File: src/rtl/quad_step_decoder_if.sv
// Decoder-to-counter bundle: step pulses, direction, position, error and index.
// Driven combinationally from registered decoder state; no backpressure (pulses are fire-and-forget).
interface quad_step_decoder_if #(
  parameter int CNT_W = 8
);
  logic             step_en;
  logic             step_up;
  logic [CNT_W-1:0] position;
  logic             err;
  logic             idx_hit;

  modport master (output step_en, output step_up, output position, output err, output idx_hit);
  modport slave  (input  step_en, input  step_up, input  position, input  err, input  idx_hit);
endinterface

File: src/rtl/quad_step_decoder.sv
// Quadrature A/B decoder: sync + glitch filter + Gray-step FSM feeding an up/down counter (index zeroing under QUAD_INDEX_EN).
// Latency: raw edge to step_en is SYNC_STAGES+FILT_LEN+1 cycles (6 at defaults).
// No backpressure: step_en/idx_hit are single-cycle pulses; ena low suppresses them and freezes position.
module quad_step_decoder #(
  parameter int SYNC_STAGES = 2,
  parameter int FILT_LEN    = 3,
  parameter int CNT_W       = 8
) (
  input  logic                clk,
  input  logic                rst_n,
  input  logic                ena,
  input  logic                quad_a,
  input  logic                quad_b,
  input  logic                idx,
  input  logic                clr,
  quad_step_decoder_if.master dec
);

  localparam int FW = $clog2(FILT_LEN + 1);

`ifdef QUAD_INDEX_EN
  localparam int NCH = 3;
  logic [NCH-1:0] raw;
  assign raw = {idx, quad_b, quad_a};
`else
  localparam int NCH = 2;
  logic [NCH-1:0] raw;
  logic           unused_idx;
  assign raw        = {quad_b, quad_a};
  assign unused_idx = idx;
`endif

  typedef enum logic {INIT, TRACK} state_t;
  state_t state_q, state_d;

  logic [NCH-1:0][SYNC_STAGES-1:0] sync_q;
  logic [NCH-1:0][FW-1:0]          fcnt_q, fcnt_d;
  logic [NCH-1:0]                  sync_v, filt_q, filt_d, prev_q;
  logic [FW-1:0]                   init_cnt_q, init_cnt_d;
  logic [CNT_W-1:0]                pos_q;
  logic                            step_en_q, step_up_q, err_q;
  logic                            load, step_vld, step_dir, illegal, idx_evt;
  logic [1:0]                      ph_prev, ph_cur, ph_diff;

  always_comb begin
    for (int ch = 0; ch < NCH; ch++) sync_v[ch] = sync_q[ch][SYNC_STAGES-1];
  end

  // Gray {A,B} -> binary phase so that +1 mod 4 is an up step and +3 a down step.
  assign ph_prev = {prev_q[0], prev_q[0] ^ prev_q[1]};
  assign ph_cur  = {filt_q[0], filt_q[0] ^ filt_q[1]};
  assign ph_diff = ph_cur - ph_prev;

  always_comb begin
    state_d    = state_q;
    init_cnt_d = init_cnt_q;
    filt_d     = filt_q;
    fcnt_d     = fcnt_q;
    load       = 1'b0;
    step_vld   = 1'b0;
    step_dir   = 1'b0;
    illegal    = 1'b0;
    idx_evt    = 1'b0;
    case (state_q)
      INIT: begin
        fcnt_d = '0;
        if (init_cnt_q == FW'(FILT_LEN - 1)) begin
          state_d = TRACK;
          filt_d  = sync_v;
          load    = 1'b1;
        end else begin
          init_cnt_d = init_cnt_q + 1'b1;
        end
      end
      TRACK: begin
        for (int ch = 0; ch < NCH; ch++) begin
          if (sync_v[ch] != filt_q[ch]) begin
            if (fcnt_q[ch] == FW'(FILT_LEN - 1)) begin
              filt_d[ch] = ~filt_q[ch];
              fcnt_d[ch] = '0;
            end else begin
              fcnt_d[ch] = fcnt_q[ch] + 1'b1;
            end
          end else begin
            fcnt_d[ch] = '0;
          end
        end
        step_vld = ena && ((ph_diff == 2'd1) || (ph_diff == 2'd3));
        step_dir = (ph_diff == 2'd1);
        illegal  = ena && (ph_diff == 2'd2);
`ifdef QUAD_INDEX_EN
        idx_evt  = ena && filt_q[2] && !prev_q[2] && (filt_q[1:0] == 2'b00);
`endif
      end
      default: state_d = INIT;
    endcase
  end

  always_ff @(posedge clk or negedge rst_n) begin
    if (!rst_n) begin
      state_q    <= INIT;
      init_cnt_q <= '0;
      sync_q     <= '0;
      fcnt_q     <= '0;
      filt_q     <= '0;
      prev_q     <= '0;
      step_en_q  <= 1'b0;
      step_up_q  <= 1'b0;
      err_q      <= 1'b0;
      pos_q      <= '0;
    end else begin
      state_q    <= state_d;
      init_cnt_q <= init_cnt_d;
      fcnt_q     <= fcnt_d;
      filt_q     <= filt_d;
      for (int ch = 0; ch < NCH; ch++)
        sync_q[ch] <= {sync_q[ch][SYNC_STAGES-2:0], raw[ch]};
      // Seeding prev with the same snapshot as filt makes the INIT exit step-free.
      prev_q     <= load ? sync_v : filt_q;
      step_en_q  <= step_vld;
      if (step_vld) step_up_q <= step_dir;
      if (clr || idx_evt)  pos_q <= '0;
      else if (step_vld)   pos_q <= step_dir ? pos_q + 1'b1 : pos_q - 1'b1;
      if (clr)             err_q <= 1'b0;
      else if (illegal)    err_q <= 1'b1;
    end
  end

`ifdef QUAD_INDEX_EN
  logic idx_hit_q;
  always_ff @(posedge clk or negedge rst_n) begin
    if (!rst_n) idx_hit_q <= 1'b0;
    else        idx_hit_q <= idx_evt;
  end
  assign dec.idx_hit = idx_hit_q;
`else
  assign dec.idx_hit = 1'b0;
`endif

  assign dec.step_en  = step_en_q;
  assign dec.step_up  = step_up_q;
  assign dec.position = pos_q;
  assign dec.err      = err_q;

endmodule

File: src/flat_wrapper.sv
// flat-port wrapper written by rule: the top's interface ports become plain ports
module quad_step_decoder_flat 
#(
  parameter int SYNC_STAGES = 2,
  parameter int FILT_LEN    = 3,
  parameter int CNT_W       = 8
)
  (clk, rst_n, ena, quad_a, quad_b, idx, clr, dec_step_en, dec_step_up, dec_position, dec_err, dec_idx_hit);
  quad_step_decoder_if #(.CNT_W(CNT_W)) dec_i ();
  input  logic clk;
  input  logic rst_n;
  input  logic ena;
  input  logic quad_a;
  input  logic quad_b;
  input  logic idx;
  input  logic clr;
  output wire logic [$bits(dec_i.step_en)-1:0] dec_step_en;
  output wire logic [$bits(dec_i.step_up)-1:0] dec_step_up;
  output wire logic [$bits(dec_i.position)-1:0] dec_position;
  output wire logic [$bits(dec_i.err)-1:0] dec_err;
  output wire logic [$bits(dec_i.idx_hit)-1:0] dec_idx_hit;
  assign dec_step_en = dec_i.step_en;
  assign dec_step_up = dec_i.step_up;
  assign dec_position = dec_i.position;
  assign dec_err = dec_i.err;
  assign dec_idx_hit = dec_i.idx_hit;
  quad_step_decoder #(.SYNC_STAGES(SYNC_STAGES), .FILT_LEN(FILT_LEN), .CNT_W(CNT_W)) u_core (.clk(clk), .rst_n(rst_n), .ena(ena), .quad_a(quad_a), .quad_b(quad_b), .idx(idx), .clr(clr), .dec(dec_i));
endmodule
File: config.mk
export PLATFORM = sky130hd
export DESIGN_NAME = quad_step_decoder_flat
export DESIGN_NICKNAME = d
export VERILOG_FILES = /design/src/rtl/quad_step_decoder_if.sv /design/src/rtl/quad_step_decoder.sv /design/src/flat_wrapper.sv
export SDC_FILE = /design/constraint.sdc
export NUM_CORES = 1
export LEC_CHECK = 0
export ABC_CLOCK_PERIOD_IN_PS = 8300
export BUFFER_PORTS_ARGS = -buffer_cell sky130_fd_sc_hd__clkbuf_2
export CAP_MARGIN = 20
export CORE_UTILIZATION = 60
export CTS_CLUSTER_DIAMETER = 80
export DETAILED_ROUTE_END_ITERATION = 8
export GPL_TIMING_DRIVEN = 0
export PLACE_DENSITY = 0.9
export SLEW_MARGIN = 20
export SYNTH_ARGS = -nofsm -noshare
export SYNTH_HDL_FRONTEND = slang
export SYNTH_SLANG_ARGS = --single-unit
File: constraint.sdc
create_clock -name clk -period 8.3 [get_ports clk]
set_clock_uncertainty 0.05 [all_clocks]
set_input_delay 0.415 -clock clk [delete_from_list [all_inputs] [get_ports clk]]
set_output_delay 0.415 -clock clk [all_outputs]
set_load 0.01 [all_outputs]
==> flow_metrics.py, run 1 <==
metrics = {
    "floorplan": {
        "fp.coreArea_sq_um": 2040,
        "row_count": 16,
        "io-pin-count": 19,
        "die_h_um": 49.3,
        "die_x_um": 49.3,
        "start_util_pct": 65.8,
        "die-area_sq_um": 2430,
    },
    "logic_synthesis": {
        "synth.avg_cell_area_sq_um": 10.9,
        "synth_seq_area_share_pct": 48.4,
        "ys_types": 41,
        "synth-edff-count": 0,
        "synth.net_count": 139,
        "synth_cells": 123,
        "ys_async_sr_fraction_pct": 100,
        "ys_warn_count": 0,
        "synthFlopType": "dfrtp_1",
        "syn_area_sq_um": 1340,
        "synth-seq-cells": 26,
    },
    "layout": {
        "area_growth_pct": 12.4,
        "drive_above_1_share_pct": 18.9,
        "fin_cells": 170,
        "n_antenna_cell": 0,
        "nNetsFinal": 160,
    },
    "placement": {
        "port_buffers": 16,
        "place_congestion": 0.839,
        "dp_hpwl_um": 1690,
        "placed_cells": 166,
    },
    "global_routing": {
        "grt_pass1_wl_um": 4370,
        "use_met1_pct": 31.6,
        "gr-usage-all-layers_pct": 23.9,
        "grt.busiest_layer": "met2",
        "gr-usage-met2_pct": 39.0,
        "grt_antenna_before_repair": 0,
        "use_met3_pct": 3.12,
        "grt_max_degree": 27,
        "grt_pass1_vias": 995,
        "grt_remaining_overflow": 0,
    },
    "critical_path": {
        "critPathKind": "reg2reg",
        "r2r_end": "u_core.dec.position[7]$_DFFE_PN0P_",
        "crit_path_end": "u_core.dec.position[7]$_DFFE_PN0P_",
        "crit_fanout": 6,
        "r2r_cells": 11,
        "cp-start-kind": "flip-flop",
        "cp-startpoint": "u_core.filt_q[0]$_DFFE_PN0P_",
        "r2r-start": "u_core.filt_q[0]$_DFFE_PN0P_",
        "r2r_setup_slack_ns": 5.04,
        "worstPathRequired_ns": 8.47,
        "worstPathArrival_ns": 3.43,
        "cp-end-kind": "flip-flop",
    },
    "detailed_routing": {
        "dr.pass1.iters": 4,
        "drc": 0,
        "drt-total-wl_um": 2430,
        "wl_per_cell_um": 14.3,
        "vias_per_cell": 5.76,
        "drt_iter0_drc": 33,
        "antenna_left": 0,
        "vias": 979,
    },
    "timing": {
        "finalMaxSlewViolations": 0,
        "setup_violations": 0,
        "fin_tns_setup_ns": 0,
        "hold_viol_final": 0,
        "tightest_slew_ns": 0.634,
        "rsz0062_at_grt": "no",
        "period_minus_slack_ns": 3.26,
        "fin_crit_sh_pct": 39.3,
        "slew_headroom_pct": 57.7,
        "fmax_ghz": 0.307,
    },
    "clocking": {
        "ctsHoldBuffers": 0,
        "worstSkewPairLatency_ns": 0.32,
        "h-tree-depth": 1,
        "cts_buffers": 3,
        "path_clk_slew_ns": 0.14,
        "clock_sinks": 26,
        "cts_buffer_depth": 2,
        "cts_setup_buffers": 0,
        "cts_root_buffer": "clkbuf_4",
        "cts_tree": "yes",
        "cts_resized": 0,
    },
    "flow_run": {
        "cap_viol_max_count": 0,
    },
    "min_path": {
        "hp-class": "in2async",
    },
    "outcome": {
        "status": "completed",
    },
}
-- logic make-up after synthesis --
logic type,synth area share [%]
buffers and inverters,4.66
DFF,48.4
other,0.279
xor gates and xnor gates,7.73
and+or+nand+nor,15.5
AOI/OAI and AO/OA,9.59
muxes,4.93
adders and majority gates,8.94
-- per-layer routing --
| layer | share of wire (%) | vias up |
|---|---|---|
| li1 | - | 466 |
| met1 | 45 | 469 |
| met2 | 48 | 34 |
| met3 | 3.9 | 10 |
| met4 | 3.2 | 0 |
| met5 | 0 | - |
-- final cells by class --
type | count | area, sq um
flip-flops and latches | 26 | 651
multi-input cells | 83 | 631
fillers | 140 | 532
repair buffers | 16 | 80.1
inverters | 10 | 42.5
well taps | 27 | 33.8
clock inverters | 1 | 30.0
clock buffers | 3 | 22.5
plain buffers | 4 | 20.0
-- through the flow --
stage	setup WS [ns]	utilization (%)	cell area, sq um	hold slack [ns]
finish	5.04	74.0	1510	0.0327
global route	4.89	74.0	1510	0.0704
CTS	5.09	74.0	1510	0.0491
detailed placement	5.27	71.4	1460	0.286
global placement	5.32	71.4	1460	0.282
floorplan	5.52	-	1340	0.0694
-- critical path: stages, from the launching register on --
cell and delay [ns]:
dfrtp_1 0.46, xnor2_1 0.18, ha_1 0.17, xor3_2 0.30, nor3_4 0.20, inv_1 0.17, ha_1 0.37, a21oi_1 0.26
a21oi_1 0.13, and3b_1 0.24, mux2i_1 0.26, mux2_1 0.34
-- Yosys cell counts (all sizes together), types with 2 or more instances --
master | n | share of area, %
o31ai | 2 | 1.1
nand2 | 12 | 3.5
mux2 | 5 | 4.2
nand3 | 4 | 1.5
xnor2 | 5 | 3.3
o21ai | 2 | 0.74
o211ai | 2 | 1.1
buf | 2 | 0.93
inv | 9 | 2.5
nor4b | 3 | 2.0
a31oi | 4 | 1.9
nor2b | 2 | 0.93
clkbuf | 2 | 0.56
nor4 | 2 | 0.93
nor3 | 2 | 1.6
dfrtp | 26 | 48
ha | 8 | 7.4
a21oi | 5 | 1.9
xor2 | 4 | 2.6
nor2 | 5 | 1.4
or2 | 2 | 0.93
-- worst min-delay path by stage --
stage	startpoint	end	slack, ns
after floorplan	rst_n	u_core.dec.err$_DFFE_PN0P_	0.07
after global placement	u_core.sync_q[2]$_DFF_PN0_	u_core.sync_q[3]$_DFF_PN0_	0.28
after detailed placement	u_core.sync_q[0]$_DFF_PN0_	u_core.sync_q[1]$_DFF_PN0_	0.29
after CTS	rst_n	u_core.filt_q[0]$_DFFE_PN0P_	0.05
after global routing	rst_n	u_core.fcnt_q[0]$_DFF_PN0_	0.07
final	rst_n	u_core.fcnt_q[1]$_DFF_PN0_	0.03
-- sequential cells by signal, summed over array words and instances (netlist names) --
name	cells
u_core.dec.position	8
u_core.fcnt_q	4
u_core.sync_q	4
u_core.filt_q	2
u_core.init_cnt_q	2
u_core.prev_q	2
u_core.dec.err	1
u_core.dec.step_en	1
u_core.dec.step_up	1
u_core.state_q	1
-- cell usage in the layout (no fill, tap or decap), types with 3 or more instances in the layout --
cell	netlist	layout
clkbuf_4	0	3
clkbuf_2	0	16
xor2_1	4	4
nor4b_1	3	3
a21oi_1	5	5
nand2_1	11	11
inv_1	8	8
a31oi_1	4	4
nand3_1	4	4
dfrtp_1	26	26
ha_1	8	8
xnor2_1	5	5
mux2_1	5	5
nor2_1	5	5
Power of run 1 is left out: the tool's default activity adds up to more than one toggle a clock period on the data nets, which glitch-free logic cannot reach.
==> run 2: changes to the inputs <==
--- a/config.mk
+++ b/config.mk
@@ -5,14 +5,14 @@
 export SDC_FILE = /design/constraint.sdc
 export NUM_CORES = 1
 export LEC_CHECK = 0
-export ABC_CLOCK_PERIOD_IN_PS = 8300
+export ABC_CLOCK_PERIOD_IN_PS = 2700
 export BUFFER_PORTS_ARGS = -buffer_cell sky130_fd_sc_hd__clkbuf_2
 export CAP_MARGIN = 20
-export CORE_UTILIZATION = 60
+export CORE_UTILIZATION = 50
 export CTS_CLUSTER_DIAMETER = 80
 export DETAILED_ROUTE_END_ITERATION = 8
 export GPL_TIMING_DRIVEN = 0
-export PLACE_DENSITY = 0.9
+export PLACE_DENSITY = 0.81
 export SLEW_MARGIN = 20
 export SYNTH_ARGS = -nofsm -noshare
 export SYNTH_HDL_FRONTEND = slang
==> constraint.sdc (replaced) <==
create_clock -name clk -period 2.7 [get_ports clk]
set_clock_uncertainty 0.05 [all_clocks]
set_input_delay 0.135 -clock clk [delete_from_list [all_inputs] [get_ports clk]]
set_output_delay 0.135 -clock clk [all_outputs]
set_load 0.01 [all_outputs]
==> run 2 against run 1 <==
Effect of this change: the flow now finishes with violations (negative setup slack); clock-buffer cell count unchanged; via count up 4.6%; first-iteration DRC count down 61%; sequential cell count unchanged; global-route usage down 3.8 points; critical path type unchanged; worst setup slack worse by 5.1 ns; largest cell class is now multi-input gates; design area up 11%; wire length up 5.3%; non-clock buffer count up 10.
==> flow_metrics.py, run 2 (synthesized netlist as in run 1, its figures left out) <==
metrics = {
    "critical_path": {
        "worstPathArrival_ns": 2.99,
        "cp-end-kind": "flip-flop",
        "crit_slowest_cell": "dfrtp_1",
        "worstPathRequired_ns": 2.88,
        "slowest_delay_ns": 0.42,
        "r2r_setup_slack_ns": -0.11,
        "r2r_cells": 11,
        "crit_chain": "xnor2_1 -> ha_1 -> xor3_2 -> nor3_4 -> inv_4 -> ha_4 -> nand4_1 -> a21oi_1 -> and3b_1 -> mux2i_1 -> mux2_1",
        "critPathKind": "reg2reg",
        "r2r-start": "u_core.filt_q[1]$_DFFE_PN0P_",
        "cp-start-kind": "flip-flop",
        "r2r_end": "u_core.dec.position[7]$_DFFE_PN0P_",
        "crit_fanout": 6,
    },
    "global_routing": {
        "use_met3_pct": 4.52,
        "use_met1_pct": 23.6,
        "gr-usage-all-layers_pct": 20.1,
        "grt_remaining_overflow": 0,
        "grt_pass1_vias": 956,
        "gr-usage-met2_pct": 35.0,
        "grt_antenna_before_repair": 0,
        "grt.busiest_layer": "met2",
        "grt_max_degree": 27,
        "grt_pass1_wl_um": 4090,
    },
    "layout": {
        "nNetsFinal": 170,
        "largest_reg_flops": 8,
        "n_antenna_cell": 0,
        "utilization_pct": 67.0,
        "layout_common_cells": "dfrtp_1 (26), clkbuf_2 (16), nand2_1 (11), buf_4 (8), inv_1 (7)",
        "fin_cells": 183,
        "area_growth_pct": 24.6,
        "drive_above_1_share_pct": 28.1,
        "final_common_cell": "dfrtp_1",
    },
    "detailed_routing": {
        "vias_per_cell": 5.60,
        "dr.pass1.iters": 4,
        "vias": 1024,
        "drt_iter0_drc": 13,
        "wl_per_cell_um": 14.0,
        "drt-total-wl_um": 2560,
        "drc": 0,
        "antenna_left": 0,
    },
    "clocking": {
        "path_clk_slew_ns": 0.14,
        "h-tree-depth": 1,
        "cts_buffers": 3,
        "cts_buffer_depth": 2,
        "cts_root_buffer": "clkbuf_4",
        "cts_tree": "yes",
        "clock_sinks": 26,
        "worstSkewPairLatency_ns": 0.33,
    },
    "floorplan": {
        "start_util_pct": 53.8,
        "die_h_um": 53.8,
        "row_count": 18,
        "fp.coreArea_sq_um": 2500,
        "die_x_um": 53.8,
        "die-area_sq_um": 2900,
        "io-pin-count": 19,
    },
    "flow_run": {
        "cap_viol_max_count": 0,
    },
    "timing": {
        "fin_crit_sh_pct": 104,
        "period_minus_slack_ns": 2.81,
        "slew_headroom_pct": 58.3,
        "finalMaxSlewViolations": 0,
        "rsz0062_at_grt": "yes",
        "whs_ns": 0.101,
        "setup_violations": 1,
        "fin_tns_setup_ns": -0.109,
        "hold_viol_final": 0,
        "tightest_slew_ns": 0.625,
        "fmax_ghz": 0.356,
        "timing.final.ws_setup_ns": -0.109,
    },
    "placement": {
        "dp_hpwl_um": 1760,
        "port_buffers": 16,
        "placed_cells": 169,
        "place_congestion": 0.835,
    },
    "min_path": {
        "holdPathEnd": "u_core.dec.err$_DFFE_PN0P_",
        "min_from": "ena",
        "min_path_cells": 3,
        "hp-class": "in2reg",
    },
    "outcome": {
        "status": "complete, but fails checks",
        "violations": "negative setup slack",
    },
}
run 2: changes by cell type in the layout (fill, tap and decap cells not counted), sizes merged:
| cell | previous run | this run |
|---|---|---|
| buf | 2 | 9 |
| dlygate4sd3 | 0 | 3 |
run 2: how the worst max path moves through the flow:
stage | slack (ns) | cells past startpoint | end | startpoint
6_report | -0.11 | 11 | u_core.dec.position[7]$_DFFE_PN0P_ | u_core.filt_q[1]$_DFFE_PN0P_
5_1_grt | -0.29 | 11 | u_core.dec.position[7]$_DFFE_PN0P_ | u_core.filt_q[1]$_DFFE_PN0P_
4_1_cts | -0.15 | 11 | u_core.dec.position[7]$_DFFE_PN0P_ | u_core.filt_q[1]$_DFFE_PN0P_
3_5_place_dp | -0.29 | 11 | u_core.dec.position[7]$_DFFE_PN0P_ | u_core.filt_q[0]$_DFFE_PN0P_
3_3_place_gp | -0.24 | 11 | u_core.dec.position[7]$_DFFE_PN0P_ | u_core.filt_q[0]$_DFFE_PN0P_
2_1_floorplan | -0.04 | 11 | u_core.dec.position[7]$_DFFE_PN0P_ | u_core.filt_q[1]$_DFFE_PN0P_
run 2: repair_timing:
item | 4_1_cts | 5_1_grt
hold buffers | 3 | 0
pin swaps | 1 | 2
endpoints found under the hold margin | 28 | 0
gates resized for setup | 8 | 3
setup endpoints to repair | 3 | 4
buffers inserted | 5 | 2
run 2: worst max-delay path: cells and delay by family, from the launching register on:
family,cells,cell delay [ns]
buf+inv,1,0.12
compound gates,1,0.13
flops,1,0.42
simple gates,3,0.51
fa+ha+maj,2,0.50
xor+xnor,2,0.47
mux,2,0.53
run 2: final cells by class:
class,count,area (sq um)
fillers,174,826
multi-input cells,83,706
flip-flops and latches,26,651
repair buffers,26,163
inverters,10,45.0
well taps,30,37.5
clock inverters,1,30.0
clock buffers,3,22.5
plain buffers,4,20.0
run 2: through the flow:
| step | cell area, sq um | setup WS, ns |
|---|---|---|
| 3_3_place_gp | 1460 | -0.238 |
| 3_5_place_dp | 1460 | -0.289 |
| 5_1_grt | 1670 | -0.290 |
| 6_report | 1670 | -0.109 |
| 2_1_floorplan | 1340 | -0.0414 |
| 4_1_cts | 1650 | -0.153 |
run 2: layer usage:
layer  up-vias  share of wire (%)
met2        24                 51
met5         -                  0
li1        490                  -
met4         0                2.3
met1       501                 43
met3         9                3.3
Power of run 2 is left out for the same reason.
